`config.mk`:
```
export PLATFORM = sky130hd
export DESIGN_NAME = marquee_scan
export DESIGN_NICKNAME = d
export VERILOG_FILES = /design/src/rtl/marquee_pkg.sv /design/src/rtl/marquee_tick_gen.sv /design/src/rtl/marquee_scan.sv
export SDC_FILE = /design/constraint.sdc
export NUM_CORES = 1
export LEC_CHECK = 0
export CORE_ASPECT_RATIO = 1.25
export CORE_UTILIZATION = 45
export DETAILED_ROUTE_END_ITERATION = 12
export PLACE_DENSITY = 0.67
export SLEW_MARGIN = 40
export SYNTH_ARGS = -nofsm -noshare
export SYNTH_HDL_FRONTEND = slang
export SYNTH_HIERARCHICAL = 1
export SYNTH_SLANG_ARGS = --single-unit
```
`constraint.sdc`:
```
create_clock -name sys_clk -period 7.35 [get_ports sys_clk]
set_clock_uncertainty 0.2 [all_clocks]
set_input_delay 2.205 -clock sys_clk [delete_from_list [all_inputs] [get_ports sys_clk]]
set_output_delay 2.205 -clock sys_clk [all_outputs]
set_load 0.02 [all_outputs]
```
`src/rtl/marquee_pkg.sv`:
```
// Shared definitions for the marquee scroller: mode codes, FSM states
// and the hex-to-7-segment pattern table (active-low, bit 0 = segment A).
package marquee_pkg;

  localparam logic [1:0] MODE_ROTATE  = 2'd0;
  localparam logic [1:0] MODE_BOUNCE  = 2'd1;
  localparam logic [1:0] MODE_ONESHOT = 2'd2;

  typedef enum logic [1:0] {
    ST_IDLE = 2'd0,
    ST_RUN  = 2'd1,
    ST_HOLD = 2'd2
  } state_t;

  localparam logic [6:0] SEG_BLANK = 7'h7F;

  // Entry i is the pattern for hex digit i; the first element listed is F.
  localparam logic [15:0][6:0] SEG_TABLE = {
    7'h0E, 7'h06, 7'h21, 7'h46, 7'h03, 7'h08, 7'h10, 7'h00,
    7'h78, 7'h02, 7'h12, 7'h19, 7'h30, 7'h24, 7'h79, 7'h40
  };

  function automatic logic [6:0] hex_to_seg(input logic [3:0] hex);
    return SEG_TABLE[hex];
  endfunction

endpackage

```
`src/rtl/marquee_tick_gen.sv`:
```
// Clock-enable divider: emits a one-cycle tick every DIV enabled cycles.
// The count only advances while en is high; clr restarts the period.
module marquee_tick_gen #(
  parameter int DIV = 2
) (
  input  logic sys_clk,
  input  logic sys_rst,
  input  logic en,
  input  logic clr,
  output logic tick
);

  localparam int CW = (DIV > 1) ? $clog2(DIV) : 1;
  localparam logic [CW-1:0] LAST = CW'(DIV - 1);

  logic [CW-1:0] cnt;

  assign tick = en && (cnt == LAST);

  // Period counter; clr takes priority so a restart always begins a full period.
  always_ff @(posedge sys_clk or posedge sys_rst) begin
    if (sys_rst)
      cnt <= '0;
    else if (clr)
      cnt <= '0;
    else if (en)
      cnt <= (cnt == LAST) ? '0 : cnt + CW'(1);
  end

endmodule

```
`src/rtl/marquee_scan.sv`:
```
// Scrolling multi-digit common-anode 7-segment driver.
// Holds SEQ_LEN hex symbols and scrolls a DIGITS-wide window across them
// (rotate, bounce or one-shot), time-multiplexing the window onto the digits.
// Optional feature: define MARQUEE_DP_MARK_EN to light the decimal point on
// the digit currently showing symbol 0; otherwise dp is held high.
module marquee_scan #(
  parameter int DIGITS     = 8,
  parameter int SEQ_LEN    = 16,
  parameter int SCROLL_DIV = 50_000_000,
  parameter int SCAN_DIV   = 5_000
) (
  input  logic                       sys_clk,
  input  logic                       sys_rst,
  input  logic                       load,
  input  logic [4*SEQ_LEN-1:0]       seq,
  input  logic [1:0]                 mode,
  input  logic                       dir,
  input  logic                       enable,
  output logic [6:0]                 seg,
  output logic                       dp,
  output logic [DIGITS-1:0]          an,
  output logic [$clog2(SEQ_LEN)-1:0] pos,
  output logic                       busy,
  output logic                       done
);

  import marquee_pkg::*;

  localparam int PW  = $clog2(SEQ_LEN);
  localparam int DW  = $clog2(DIGITS);
  localparam int LIM = SEQ_LEN - DIGITS;
  localparam logic [PW-1:0] LIM_P  = PW'(LIM);
  localparam logic [PW-1:0] LAST_P = PW'(SEQ_LEN - 1);
  localparam logic [PW:0]   SEQ_W  = (PW+1)'(SEQ_LEN);
  localparam logic [DW-1:0] LAST_D = DW'(DIGITS - 1);

  state_t                 state_q, state_d;
  logic [PW-1:0]          pos_q, pos_d, pos_inc, pos_dec;
  logic                   up_q, up_d;
  logic                   done_q, done_d;
  logic                   busy_q;
  logic [1:0]             mode_q;
  logic [4*SEQ_LEN-1:0]   seq_buf;
  logic [DW-1:0]          scan_idx;
  logic                   step_tick, scan_tick;
  logic [PW:0]            sym_sum;
  logic [PW-1:0]          sym_idx;
  logic [3:0]             sym;
  logic [DIGITS-1:0]      an_d;
  logic [6:0]             seg_q;
  logic [DIGITS-1:0]      an_q;

  marquee_tick_gen #(.DIV(SCROLL_DIV)) u_scroll_tick (
    .sys_clk (sys_clk),
    .sys_rst (sys_rst),
    .en      (enable),
    .clr     (load),
    .tick    (step_tick)
  );

  marquee_tick_gen #(.DIV(SCAN_DIV)) u_scan_tick (
    .sys_clk (sys_clk),
    .sys_rst (sys_rst),
    .en      (1'b1),
    .clr     (1'b0),
    .tick    (scan_tick)
  );

  assign pos_inc = pos_q + PW'(1);
  assign pos_dec = pos_q - PW'(1);

  // Next-state logic: load restarts everything and swallows a coincident step.
  always_comb begin
    state_d = state_q;
    pos_d   = pos_q;
    up_d    = up_q;
    done_d  = 1'b0;
    if (load) begin
      state_d = ST_RUN;
      pos_d   = '0;
      up_d    = 1'b1;
    end else if (state_q == ST_RUN && step_tick) begin
      case (mode_q)
        MODE_BOUNCE: begin
          if (LIM == 0) begin
            pos_d = '0;
          end else if (up_q) begin
            if (pos_q >= LIM_P) begin
              pos_d = pos_dec;
              up_d  = 1'b0;
            end else begin
              pos_d = pos_inc;
            end
          end else begin
            if (pos_q == '0) begin
              pos_d = pos_inc;
              up_d  = 1'b1;
            end else begin
              pos_d = pos_dec;
            end
          end
        end
        MODE_ONESHOT: begin
          if (LIM == 0) begin
            state_d = ST_HOLD;
            done_d  = 1'b1;
          end else begin
            pos_d = pos_inc;
            if (pos_inc == LIM_P) begin
              state_d = ST_HOLD;
              done_d  = 1'b1;
            end
          end
        end
        default: begin
          if (dir)
            pos_d = (pos_q == LAST_P) ? '0 : pos_inc;
          else
            pos_d = (pos_q == '0) ? LAST_P : pos_dec;
        end
      endcase
    end
  end

  // Scroll state registers, plus sequence/mode capture on load.
  always_ff @(posedge sys_clk or posedge sys_rst) begin
    if (sys_rst) begin
      state_q <= ST_IDLE;
      pos_q   <= '0;
      up_q    <= 1'b1;
      done_q  <= 1'b0;
      busy_q  <= 1'b0;
      mode_q  <= MODE_ROTATE;
      seq_buf <= '0;
    end else begin
      state_q <= state_d;
      pos_q   <= pos_d;
      up_q    <= up_d;
      done_q  <= done_d;
      busy_q  <= (state_d == ST_RUN);
      if (load) begin
        mode_q  <= mode;
        seq_buf <= seq;
      end
    end
  end

  // Digit scan index walks through the digits forever, independent of state.
  always_ff @(posedge sys_clk or posedge sys_rst) begin
    if (sys_rst)
      scan_idx <= '0;
    else if (scan_tick)
      scan_idx <= (scan_idx == LAST_D) ? '0 : scan_idx + DW'(1);
  end

  // Symbol under the scanned digit: (pos + k) mod SEQ_LEN, and its anode mask.
  always_comb begin
    sym_sum = {1'b0, pos_q} + (PW+1)'(scan_idx);
    sym_idx = (sym_sum >= SEQ_W) ? PW'(sym_sum - SEQ_W) : PW'(sym_sum);
    sym     = seq_buf[{sym_idx, 2'b00} +: 4];
    an_d    = '1;
    for (int k = 0; k < DIGITS; k++)
      an_d[k] = (scan_idx != DW'(k));
  end

  // Segment and anode drive registered together so they stay aligned.
  always_ff @(posedge sys_clk or posedge sys_rst) begin
    if (sys_rst) begin
      seg_q <= SEG_BLANK;
      an_q  <= '1;
    end else if (state_q == ST_IDLE) begin
      seg_q <= SEG_BLANK;
      an_q  <= '1;
    end else begin
      seg_q <= hex_to_seg(sym);
      an_q  <= an_d;
    end
  end

`ifdef MARQUEE_DP_MARK_EN
  logic dp_q;

  // Start-of-sequence marker: decimal point on the digit showing symbol 0.
  always_ff @(posedge sys_clk or posedge sys_rst) begin
    if (sys_rst)
      dp_q <= 1'b1;
    else if (state_q == ST_IDLE)
      dp_q <= 1'b1;
    else
      dp_q <= (sym_idx != '0);
  end

  assign dp = dp_q;
`else
  assign dp = 1'b1;
`endif

  assign seg  = seg_q;
  assign an   = an_q;
  assign pos  = pos_q;
  assign busy = busy_q;
  assign done = done_q;

endmodule
```
* Word level (Yosys, flattened, before mapping)
Memories as Yosys holds them, arrays and structs flattened.
Cells that the tools add are included.
** Storage, ports and cells
- Register bits after elaboration :: 132
- Bits in read-only memories :: 112
- Memories kept :: 1
- Input bits :: 71
** Memory list
- (no name shown) :: depth 16, width 7, rd ports 1, clocked after Yosys merged registers in 0, write ports 0, RTL line marquee_pkg.sv:24 : return SEG_TABLE[hex];
** Cells by class
- Equal/unequal tests :: 16
- Reductions and logical operators :: 9
- $add $sub $neg :: 7
- Order comparisons :: 3
- Mux-type cells :: 32
- Shift operators :: 1
** Operators with widths (count)
- 26-bit 2-to-1 mux :: 3
- 64-bit by 7-bit indexed part select with 4-bit output :: 1
- 4-bit 2-to-1 mux :: 9
- 26-bit by 1-bit adder with 26-bit output, second input constant :: 1
- 26-bit equality test, second input constant :: 1
- 7-bit 2-to-1 mux :: 2
- 13-bit by 1-bit adder with 13-bit output, second input constant :: 1
- 13-bit equality test, second input constant :: 1
- 13-bit 2-to-1 mux :: 1
- 3-bit inequality test, second input constant :: 4
- 1-bit 2-to-1 mux :: 10
- 4-bit equality test, second input constant :: 2
- 2-bit 2-to-1 mux :: 4
- 8-bit 2-to-1 mux :: 1
- 4-bit case mux with 2 select lines :: 1
- 4-bit by 1-bit subtractor with 4-bit output, second input constant :: 2
- 2-bit by 1-bit equality test with 1-bit output, second input constant :: 3
- 3-bit by 2-bit inequality test with 1-bit output, second input constant :: 2
- 2-bit nonzero test :: 3
- 4-bit by 3-bit adder with 5-bit output :: 1
- 5-bit greater-or-equal comparator, second input constant :: 1
- 4-bit by 5-bit < comparator with 1-bit output, second input constant :: 1
- 4-bit by 1-bit adder with 4-bit output, second input constant :: 1
- 4-bit greater-or-equal comparator, second input constant :: 1
- 10 further kinds :: 11

* Longest topological paths before layout
- Depth in word-level cells :: 7
- Gate-level depth with buffers :: 11
- Gate-level depth less buffers :: 10

* Cells and area by module
Netlist, hierarchy kept.
** Modules (own cells, without submodules)
- marquee_scan :: area each 4687.0 µm², seq. area each 2347.3 µm², cells each 353, times used 1
- marquee_tick_gen at u_scroll_tick :: area each 1433.9 µm², seq. area each 650.6 µm², cells each 151, times used 1
- marquee_tick_gen at u_scan_tick :: area each 744.5 µm², seq. area each 325.3 µm², cells each 75, times used 1

* Worst setup path after synthesis
No wires, ideal clock.
- Path kind :: input -> register
- Start point :: input port load
- End point :: register seq_buf[37]
- Arrival time :: 3.397 ns
- Path slack :: 3.628 ns
- Buffers on the path :: 3
- Setup time :: 0.125 ns
- Stages :: 4
- Path through :: clkbuf_1 > clkbuf_1 > clkbuf_1 > mux2_2
** RTL lines
- start: declaration :: RTL line marquee_scan.sv:14 : input logic load,
- end signal: assignment :: RTL line marquee_scan.sv:143 : seq_buf <= seq;
- end: declaration :: RTL line marquee_scan.sv:43 : logic [4*SEQ_LEN-1:0] seq_buf;
No word-level cell between the ends.

* Final worst setup path
- Start point :: register pos_q[3], in the netlist pos[3]
- End point :: output port pos[3]
** RTL lines
- start: declaration :: RTL line marquee_scan.sv:38 : logic [PW-1:0] pos_q, pos_d, pos_inc, pos_dec;
- start signal: assignment :: RTL line marquee_scan.sv:137 : pos_q <= pos_d;
- end: declaration :: RTL line marquee_scan.sv:22 : output logic [$clog2(SEQ_LEN)-1:0] pos,
No word-level cell between the ends.

==> summary.txt <==
Initial antenna violation count = 0
Synth Register Bits = 132
Port bufs = 91
Final #Nets = 766
Min-delay src = seq_buf[22]$_DFFE_PP0P_
Main flop type after synthesis = dfrtp_1
RSZ-0062 raised after global routing = false
Post-synth top area cell = dfrtp_1
Largest net degree at the start of global routing = 86
Global route total overflow = 0
DR WL/cell = 16.7 µm
P_leak = 3.55 nW
Critical path type = register to output port
CTS Buffer Depth = 2
Fin crit share = 57.5%
Worst relative slew slack = 51.7%
Setup Buffers After CTS = 0
Most common cell after layout, fill and taps aside = dfrtp_1
Most frequent cells in the layout = dfrtp_1, clkdlybuf4s50_1, mux2_2, nor2_1
Post-Synthesis Cells = 579
Number of synthesized flops with an enable pin = 0
PwrDens = 220 mW/mm²
RR Startpoint = pos[0]$_DFFE_PP0P_
Post-synthesis sequential area ratio = 48.4%
Gr busiest metal = met2
Vias = 4790
First-pass GRT wire length = 24500 µm
Setup tns final = 0 ns
Layout cell share with drive strength beyond 1 = 21.9%
CP peak stage delay = 0.71 ns
Max cap viols = 0
Dpl cells = 836
Ant diodes = 0
Skew-Pair Late Insertion Delay = 0.42 ns
Die span in y = 140 µm
YS warnings = 6
GR Util met1 = 22.3%
Hold Crit Class = register to register
Worst path bufs/invs = 1
CTS Hold Bufs = 0
Post-synth cell types = 65
Die area = 0.0158 mm²
Crit path DAT = 1.82 ns
CTS tree = built
Asr flop ratio synth = 100%
WL final = 14500 µm
Row count = 50
Pre-Repair DR Iteration Count = 5
Fin. max-slew vios = 0
Area Growth Syn to Fin = 24.0%
Worst path cell trace = clkdlybuf4s50_1
Htree depth = 4
CORE AREA = 0.0150 mm²
Die X = 112 µm
Clk pin slew, worst setup/hold paths = 0.06 ns
Routing usage on met3 = 5.58%
Io pins = 93
Startpoint Class = register
All-Layer GR Usage = 20.0%
Minimum clock period after layout = 4.23 ns
# DRC = 0
CP required = 4.95 ns
Number of global-route vias before repair = 5095
Mean Syn Cell Area = 11.9 µm²
Final HPWL DP = 10400 µm
Worst setup path startpoint = pos[3]$_DFFE_PP0P_
Final non-filler cell total = 868
Post-route ant nets = 0
Fmax = 0.237 GHz
# resized after CTS = 0
Starting DRT DRC Count = 179
Cell family with most CP delay = buffers and inverters
Starting Density = 45.9%
Status = finished clean
Critical-path top delay cell = clkdlybuf4s50_1
Synth area leaders = dfrtp_1, mux2_2, dfstp_2, mux4_1, ha_1
Final setup violation count = 0
Root Buffer = clkbuf_16
Final Hold Fails = 0
Worst-path fanout max = 15
Slew @ Worst Pin = 0.724 ns
Vias per cell = 5.52
Peak VDD IR = 0.158 mV
Met2 Use GR = 35.6%
Share of the synthesized area in the top cell type = 42.3%
Routability congestion estimate = 0.831
Synthesized area = 0.00687 mm²
CP endpoint kind = output port
CTS Buf Count = 17
Clock sinks = 132
[metal layers]
metal | routed length (µm) | vias up
met5 | 0 | -
met4 | 325 | 0
met3 | 741 | 28
met2 | 7660 | 117
met1 | 5740 | 2367
li1 | - | 2278
[synth_stat cells (all sizes together) (2+ instances only)]
library cell / number
o2111ai: 2
dfrtp: 116
and3: 3
o211ai: 2
dfstp: 16
nor4b: 3
mux2i: 6
buf: 15
nand2: 30
mux2: 69
nor2: 45
xnor2: 16
ha: 21
clkbuf: 14
and2: 3
conb: 2
nand3: 16
inv: 31
a311oi: 2
o21ai: 23
or2: 3
or4: 7
nand4: 11
xor2: 8
a21oi: 31
o311ai: 4
nand2b: 2
nor3: 11
a31oi: 2
or3: 8
and4: 5
mux4: 20
nor2b: 3
nor4: 5
o31ai: 7
a221o: 3
a22o: 2
[power breakdown]
part	total [mW]	switching, mW	leakage [nW]	internal [mW]
Combinational	0.201	0.0877	1.64	0.114
Clock	0.869	0.332	0.292	0.537
Sequential	0.799	0.0218	1.62	0.777
[cells by family (layout without fill, tap and decap cells)]
kind of cell	after synthesis	count (layout)	share of synthesized area (%)
XOR/XNOR	24	24	3.17
adder cells (fa/ha/maj)	22	22	4.12
AO/OA/AOI/OAI	86	86	8.15
flip-flops	132	132	48.4
AND/OR/NAND/NOR	158	158	12.6
multiplexers	95	95	19.4
buffers and inverters	60	156	4.10
other	2	13	0.109
[worst register-to-register path, stage by stage, from the launching register on]
cell,delay (ns)
dfrtp_1,0.51
ha_2,0.27
fa_2,0.84
mux4_1,0.44
mux4_2,0.57
ha_1,0.25
nor2_1,0.14
a21oi_1,0.06
a221o_1,0.37
[stage by stage]
stage,power (mW),utilization (%),hold slack [ns],worst slack (ns),area (µm²)
floorplan,0.932,-,0.272,2.55,6910
global placement,1.01,52.8,0.282,2.75,7890
CTS,1.89,56.9,0.305,3.12,8510
detailed placement,1.02,52.9,0.292,2.94,7900
global route,1.94,56.9,0.314,3.06,8510
finish,1.87,56.9,0.298,3.12,8510
[flip-flops by register name, indices dropped and copies added, names as in the netlist]
register / flops
done: 1
busy: 1
seg: 7
u_scroll_tick/cnt: 26
up_q: 1
pos: 4
mode_q: 2
an: 8
state_q: 2
scan_idx: 3
seq_buf: 64
u_scan_tick/cnt: 13
[area by class of cell]
| cell class | count | area (µm²) |
|---|---|---|
| inverter | 31 | 121 |
| multi-input combinational | 398 | 3310 |
| sequential | 132 | 3320 |
| tap | 182 | 228 |
| clock buffer | 18 | 429 |
| timing repair buffer | 93 | 927 |
| fill | 1240 | 6440 |
| clock inverter | 14 | 176 |
[worst paths after layout]
path	endpoint	slack (ns)	cells past startpoint
hold reg to reg	seq_buf[22]$_DFFE_PP0P_	0.30	1
setup reg to reg	seg[5]$_DFF_PP1_	3.62	8
setup / recovery	pos[3]	3.12	1
min in group asynchronous	scan_idx[0]$_DFFE_PP0P_	2.04	2
hold / removal	seq_buf[22]$_DFFE_PP0P_	0.30	1
max in group asynchronous	seg[5]$_DFF_PP1_	4.00	3
(Power assumes the default switching activity.)
